`config.mk`:
```
export PLATFORM = sky130hd
export DESIGN_NAME = mclk_sample_fifo
export DESIGN_NICKNAME = d
export VERILOG_FILES = /design/src/rtl/audioport_pkg.sv /design/src/rtl/sample_fifo_mem.sv /design/src/rtl/mclk_sample_fifo.sv
export SDC_FILE = /design/constraint.sdc
export NUM_CORES = 1
export LEC_CHECK = 0
export BUFFER_PORTS_ARGS = -buffer_cell sky130_fd_sc_hd__buf_2
export CELL_PAD_IN_SITES_DETAIL_PLACEMENT = 0
export CELL_PAD_IN_SITES_GLOBAL_PLACEMENT = 1
export CORE_MARGIN = 2
export CORE_UTILIZATION = 25
export CTS_BUF_LIST = sky130_fd_sc_hd__clkbuf_16
export DETAILED_ROUTE_END_ITERATION = 7
export PLACE_DENSITY = 0.52
export SLEW_MARGIN = 20
export SYNTH_ARGS = -nofsm -noshare
export SYNTH_HDL_FRONTEND = slang
export SYNTH_SLANG_ARGS = --single-unit
```
`constraint.sdc`:
```
create_clock -name mclk -period 6 [get_ports mclk]
set_clock_uncertainty 0.05 [all_clocks]
set_input_delay 1.2 -clock mclk [delete_from_list [all_inputs] [get_ports mclk]]
set_output_delay 1.2 -clock mclk [all_outputs]
set_load 0.02 [all_outputs]
```
`src/rtl/audioport_pkg.sv`:
```
// Shared audio-port types and default sizing for the mclk-domain sample FIFO.
package audioport_pkg;

  localparam int unsigned FIFO_CHANNELS = 2;
  localparam int unsigned FIFO_WIDTH    = 24;
  localparam int unsigned FIFO_DEPTH    = 8;
  localparam int unsigned FIFO_LOW_MARK = 2;

  typedef logic [FIFO_CHANNELS-1:0][FIFO_WIDTH-1:0] sample_frame_t;

  typedef enum logic {
    FIFO_IDLE = 1'b0,
    FIFO_PLAY = 1'b1
  } fifo_state_t;

endpackage

```
`src/rtl/sample_fifo_mem.sv`:
```
// Frame storage: DEPTH frames, one synchronous write port, one combinational read port.
module sample_fifo_mem #(
  parameter int unsigned CHANNELS = 2,
  parameter int unsigned WIDTH    = 24,
  parameter int unsigned DEPTH    = 8
) (
  input  logic                              clk_i,
  input  logic                              we_i,
  input  logic [$clog2(DEPTH)-1:0]          waddr_i,
  input  logic [CHANNELS-1:0][WIDTH-1:0]    wdata_i,
  input  logic [$clog2(DEPTH)-1:0]          raddr_i,
  output logic [CHANNELS-1:0][WIDTH-1:0]    rdata_o
);

  // Contents are meaningless until written; the level counter guards every read.
  logic [CHANNELS-1:0][WIDTH-1:0] mem_q [DEPTH];

  always_ff @(posedge clk_i) begin
    if (we_i) begin
      mem_q[waddr_i] <= wdata_i;
    end
  end

  assign rdata_o = mem_q[raddr_i];

endmodule

```
`src/rtl/mclk_sample_fifo.sv`:
```
// DEPTH-frame audio sample FIFO with flush on stop, mono duplication,
// low-watermark refill request and sticky overflow/underflow flags.
module mclk_sample_fifo
  import audioport_pkg::*;
#(
  parameter int unsigned CHANNELS = FIFO_CHANNELS,
  parameter int unsigned WIDTH    = FIFO_WIDTH,
  parameter int unsigned DEPTH    = FIFO_DEPTH,
  parameter int unsigned LOW_MARK = FIFO_LOW_MARK
) (
  input  logic                              mclk,
  input  logic                              mrst,
  input  logic                              tick_in,
  input  logic [CHANNELS-1:0][WIDTH-1:0]    dsp_in,
  input  logic                              play_in,
  input  logic                              mono_in,
  input  logic                              clr_flags_in,
  input  logic                              req_in,
  output logic [CHANNELS-1:0][WIDTH-1:0]    dsp_out,
  output logic                              valid_out,
  output logic                              refill_out,
  output logic [$clog2(DEPTH+1)-1:0]        level_out,
  output logic                              ovf_out,
  output logic                              udf_out
);

  localparam int unsigned AW = $clog2(DEPTH);
  localparam int unsigned LW = $clog2(DEPTH + 1);
  localparam logic [LW-1:0] FULL = LW'(DEPTH);
  localparam logic [LW-1:0] LOW  = LW'(LOW_MARK);

  fifo_state_t                     state_q, state_d;
  logic [AW-1:0]                   wptr_q, wptr_d, rptr_q, rptr_d;
  logic [LW-1:0]                   level_q, level_d;
  logic [CHANNELS-1:0][WIDTH-1:0]  dsp_q, dsp_d, rd_frame;
  logic                            valid_q, valid_d;
  logic                            ovf_q, ovf_d, udf_q, udf_d;
  logic                            wr_en, rd_en;

  sample_fifo_mem #(
    .CHANNELS(CHANNELS),
    .WIDTH   (WIDTH),
    .DEPTH   (DEPTH)
  ) u_mem (
    .clk_i  (mclk),
    .we_i   (wr_en),
    .waddr_i(wptr_q),
    .wdata_i(dsp_in),
    .raddr_i(rptr_q),
    .rdata_o(rd_frame)
  );

  always_ff @(posedge mclk or posedge mrst) begin
    if (mrst) begin
      state_q <= FIFO_IDLE;
      wptr_q  <= '0;
      rptr_q  <= '0;
      level_q <= '0;
      dsp_q   <= '0;
      valid_q <= 1'b0;
      ovf_q   <= 1'b0;
      udf_q   <= 1'b0;
    end else begin
      state_q <= state_d;
      wptr_q  <= wptr_d;
      rptr_q  <= rptr_d;
      level_q <= level_d;
      dsp_q   <= dsp_d;
      valid_q <= valid_d;
      ovf_q   <= ovf_d;
      udf_q   <= udf_d;
    end
  end

  always_comb begin
    state_d = play_in ? FIFO_PLAY : FIFO_IDLE;
    wptr_d  = wptr_q;
    rptr_d  = rptr_q;
    level_d = level_q;
    dsp_d   = dsp_q;
    valid_d = 1'b0;
    wr_en   = 1'b0;
    rd_en   = 1'b0;
    // Clear first so a same-cycle set below wins.
    ovf_d   = ovf_q & ~clr_flags_in;
    udf_d   = udf_q & ~clr_flags_in;

    unique case (state_d)
      FIFO_IDLE: begin
        wptr_d  = '0;
        rptr_d  = '0;
        level_d = '0;
        dsp_d   = '0;
      end
      FIFO_PLAY: begin
        rd_en = req_in && (level_q != '0);
        // A read in the same cycle frees the slot a full FIFO would otherwise lack.
        wr_en = tick_in && ((level_q != FULL) || req_in);
        if (tick_in && (level_q == FULL) && !req_in) begin
          ovf_d = 1'b1;
        end
        if (req_in) begin
          valid_d = 1'b1;
          if (rd_en) begin
            for (int unsigned c = 0; c < CHANNELS; c++) begin
              dsp_d[c] = mono_in ? rd_frame[0] : rd_frame[c];
            end
          end else begin
            dsp_d = '0;
            udf_d = 1'b1;
          end
        end
        if (wr_en) wptr_d = wptr_q + 1'b1;
        if (rd_en) rptr_d = rptr_q + 1'b1;
        level_d = level_q + LW'(wr_en) - LW'(rd_en);
      end
      default: ;
    endcase
  end

  assign dsp_out    = dsp_q;
  assign valid_out  = valid_q;
  assign level_out  = level_q;
  assign ovf_out    = ovf_q;
  assign udf_out    = udf_q;
  assign refill_out = (state_q == FIFO_PLAY) && (level_q <= LOW);

endmodule

```
-- Word level (Yosys, flattened, before mapping)
Memory sizes are Yosys's and may differ from the RTL's.
Index checks and enable logic that the tools add are counted.
- bits in registers: 62
- bits in latches: 0
- memory bits (writable): 384
- memory bits (read-only): 0
- bits of input ports: 55
- memories: 1
- memory list (memory ; depth ; bits a word ; rd ports ; clocked after Yosys merged registers in ; write ports ; line ; source):
    u_mem.mem_q ; 8 ; 48 ; 1 ; 0 ; 1 ; sample_fifo_mem.sv:16 ; logic [CHANNELS-1:0][WIDTH-1:0] mem_q [DEPTH];
- add/subtract/negate cells: 4
- multiply operators: 0
- divide/modulo/power cells: 0
- order comparisons: 1
- equality and inequality tests: 5
- shift operators: 0
- multiplexer cells: 20
- bitwise gates (word level): 4
- reduce and logical (&&, ||, !) cells: 8
- operators with widths (kind ; count):
    2-to-1 mux 48 bit ; 2
    case mux 48 bit (2 select lines) ; 1
    2-to-1 mux 24 bit ; 1
    case mux 3 bit (2 select lines) ; 2
    2-to-1 mux 1 bit ; 11
    case mux 4 bit (2 select lines) ; 1
    adder 3 x 1 -> 3 bit (second input constant) ; 2
    2-to-1 mux 3 bit ; 2
    logical AND 1 bit ; 5
    adder 4 x 1 -> 4 bit ; 1
    == test 4 bit (second input constant) ; 1
    <= comparator 4 x 2 -> 1 bit (second input constant) ; 1
    != test 2 x 1 -> 1 bit (second input constant) ; 2
    != test 4 bit (second input constant) ; 1
    nonzero test 4 bit ; 1
    subtractor 4 x 1 -> 4 bit ; 1
    bitwise AND 1 bit ; 2
    != test 2 bit (second input constant) ; 1
    inverter 1 bit ; 2
    zero test 1 bit ; 1
    logical OR 1 bit ; 1

-- Longest topological paths before layout
- word-level depth: 6
- depth in mapped cells: 13
- gate-level depth less buffers: 12

-- By module
Synthesis repeated with hierarchy kept, for this count alone.
- cells, all modules: 805
- area total of the unflattened synthesis: 17420.5 um2
- by module, submodules not included (module ; instances ; cells an instance ; area an instance (um2) ; seq. area each (um2)):
    sample_fifo_mem ; 1 ; 568 ; 14659.1 ; 11531.1
    mclk_sample_fifo ; 1 ; 237 ; 2761.4 ; 1551.5

-- Worst setup path after synthesis
OpenSTA, ideal clock, no wires.
- path type: input to register
- start: input req_in
- end: memory u_mem.mem_q[0][0] (netlist name), enable pin
- data arrival time: 5.382 ns
- required time: 5.437 ns
- slack: 0.055 ns
- cell stages on the path: 4
- path buffers: 1
- path through: clkbuf_1 -> o21ai_1 -> or3b_2 -> nor3_1
- cells in the longest elaborated chain, start to end: 5
- RTL lines (item ; line ; source):
    start: declaration ; mclk_sample_fifo.sv:18 ; input logic req_in,
    logical OR 1 bit ; mclk_sample_fifo.sv:98 ; wr_en = tick_in && ((level_q != FULL) || req_in);
    logical AND 1 bit ; mclk_sample_fifo.sv:98 ;
    2-to-1 mux 1 bit ; mclk_sample_fifo.sv:88 ; unique case (state_d)
    2-to-1 mux 1 bit ; sample_fifo_mem.sv:19 ; if (we_i) begin
    2-to-1 mux 1 bit (not written as such) ; sample_fifo_mem.sv:20 ; mem_q[waddr_i] <= wdata_i;
    end: declaration ; sample_fifo_mem.sv:16 ;
Every way passes these cells.

-- Worst setup path in the final report
- start: input req_in
- end: memory u_mem.mem_q[4][39] (netlist name), enable pin
The elaborated chain is that of the path after synthesis.

==> metrics.txt <==
pre-CTS setup slack=2062 ps; post-synthesis async set-or-reset flop share=13.90%; Overall Global Routing Usage=roughly 11%; area of the multi-input gates=between 3000 and 4000 sq um; XOR/XNOR Fraction of Synth Area=0.3070%; Design Area, Final=20070 sq um; antenna-violating nets left=0; FP Rows=between 90 and 100; Max Buffers Root-to-Sink=3; Max VDD drop=207.7 uV; CTS buffer count=46; Final Power=between 7 and 8 mW; hold_buf cts=0; count leader, synth=edfxtp_1; status=completed; 1st-iter DRT viols=approximately 470; Syn Nets=867; Simple-Gate Fraction of Synth Area=1.652%; Placed Area=18720 sq um; Die H=265.7 microns; cell area after synthesis=17120 sq um; maxcap violations=0; # fillers=between 6000 and 7000; Largest delay share family, worst path=simple AND/OR/NAND/NOR gates; mean area per synthesized cell=21.34 sq um; Worst path slowest cell=nor2_4; endpoints failing setup=0; final hold viol count=0; slack of the critical path=2707 ps; initial antenna violation count=13; main combinational cell family by area after synthesis=multiplexers; Critical Path RT=6150 ps; Lkg Pwr=6.702 nW; DP HPWL=roughly 23 mm; vias post-DR=7989; number of synthesized flops with an enable pin=384; worst slew margin relative to its limit=32.47%; fin crit share=54.89%; largest area contributor in the netlist=edfxtp_1; I/O pin count=111; unrepaired setup endpoints after global routing=no; post-route core utilization=~30%; Seq. cell area=13090 sq um; Slew Limit Fails=0; number of vias per cell=4.347; Seq cells post-synth=446; Least-Margin Pin Slew=1013 ps; most frequent cells after synthesis=edfxtp_1, mux4_2, mux2i_1; gr ovfl total=0; CP startpoint kind=input pin; multiplexer share of the synthesized area=about 17%; clock tree from TritonCTS=yes; synthesis-to-layout area growth=17.24%; number of buffers and inverters on the critical path=2; drt drc=0; largest net degree at the start of global routing=63; detailed-router iteration count before antenna repair=4; Mapped Cells=802; worst hold slack=426.9 ps; buffer count from post-CTS setup fixing=0; Max Freq=303.6 MHz; Seq/Total Area, Yosys=76.43%; crit-path max cell delay=690 ps; vias in the first global route=between 8000 and 9000; Synth top area share=around two thirds; Non-Filler Instances=approximately 1800; CP arrival=3440 ps; area share of fa/ha/maj cells after synthesis=0.7749%; synth top area cells=edfxtp_1, mux4_2, dfrtp_1; Final min period=3293 ps; crit path kind=input pin to flip-flop; Synth Area in Compound Gates=2.354%; worst hold path class=flip-flop to flip-flop; global-route wire length before repair=between 50 and 60 mm; crit-path cells=buf_2 -> o21ai_1 -> or3b_2 -> nor2_4 -> buf_4; TNS Setup=0 ps; PwrDens=just under 400 nW/um^2; drt total wl=39.62 mm; routability cong.=0.6825; clock root cell=clkbuf_16; PortBufs=110; Clock Latency Late Sink=570 ps; core area=around 68000 sq um; layout cell share with drive strength beyond 1=30.84%; DIE AREA=about 71000 sq um; Placed Cells=between 1500 and 2000; Net count, final=998; CTS HTree Levels=2; Setup crit end kind=flip-flop; clock-pin slew on the worst setup and hold paths=60 ps; Sink Count=446; Yosys Warn Count=0; post-cts sizing count=0; Die X=265.7 microns; per-cell routed wire length=21.56 microns; Crit Path Max Fanout=26; Synth cell types=34; Synth Flop Type=edfxtp_1; Starting Density=25.35%
[tightest hold or removal path, cell delays in order (launching register included)]
cell	delay [ps]
dfrtp_1	340
nand2_1	40
o21ai_0	60
[cell families (layout without fill, tap and decap cells)]
kind of cell               count (synthesis)  count (layout)
DFF                                      446             446
AOI/OAI and AO/OA                         59              59
muxes                                    167             167
xor gates and xnor gates                   6               6
adders and majority gates                 10              10
buffers and inverters                     54             215
other                                      0               2
and+or+nand+nor                           60              60
[metal layers]
layer / GRT usage [%] / routed length, microns
met2: 18.23 / 18980
met1: 15.17 / 17700
met5: 0 / 94
met3: 3.083 / 2111
met4: 3.173 / 735
[final timing paths]
path,startpoint,to,slack [ps],cells after the start
worst max-delay path,req_in,u_mem.mem_q[4][39],2710,5
worst min-delay path,dsp_out[22],dsp_out[22],430,2
worst max register to register,level_out[2],u_mem.mem_q[4][39],2730,7
worst min register to register,dsp_out[22],dsp_out[22],430,2
max in group asynchronous,mrst,rptr_q[0],4300,3
min in group asynchronous,mrst,dsp_out[23],880,3
[final cells by class]
type                            instances  area share, %
Clock inverter                         31         0.8230
Antenna cell                            2        0.02494
Tap cell                              873          5.443
Multi-Input combinational cell        302          18.97
Sequential cell                       446          65.25
Inverter                               10         0.1933
Clock buffer                           47          5.861
Timing Repair Buffer                  127          3.442
[sequential cells by signal, indices dropped and copies added, names as in the netlist]
name,flops
state_q,1
dsp_out,48
wptr_q,3
rptr_q,3
u_mem.mem_q,384
valid_out,1
ovf_out,1
level_out,4
udf_out,1
[power breakdown]
group / switching (mW) / internal, mW / total (mW)
clock network: 1.14 / 1.45 / 2.59
logic: 0.765 / 0.676 / 1.44
registers: 0.166 / 3.54 / 3.70
[cell usage in the layout, fill, tap and decap left out, drive strengths merged, types with 2 or more instances in the layout]
cell type | Yosys | final
dfrtp | 62 | 62
or3b | 3 | 3
xor2 | 2 | 2
o22ai | 2 | 2
nor2 | 6 | 6
mux4 | 96 | 96
and2 | 10 | 10
mux2i | 71 | 71
clkbuf | 20 | 47
o21ai | 26 | 26
buf | 24 | 127
nor3 | 2 | 2
inv | 10 | 22
diode | 0 | 2
xnor2 | 4 | 4
nor2b | 3 | 3
nand2b | 2 | 2
clkinv | 0 | 17
nand2 | 32 | 32
a22o | 24 | 24
edfxtp | 384 | 384
ha | 9 | 9
a21oi | 2 | 2
nand3 | 2 | 2
Note: power is estimated with default switching activity, not from simulation.
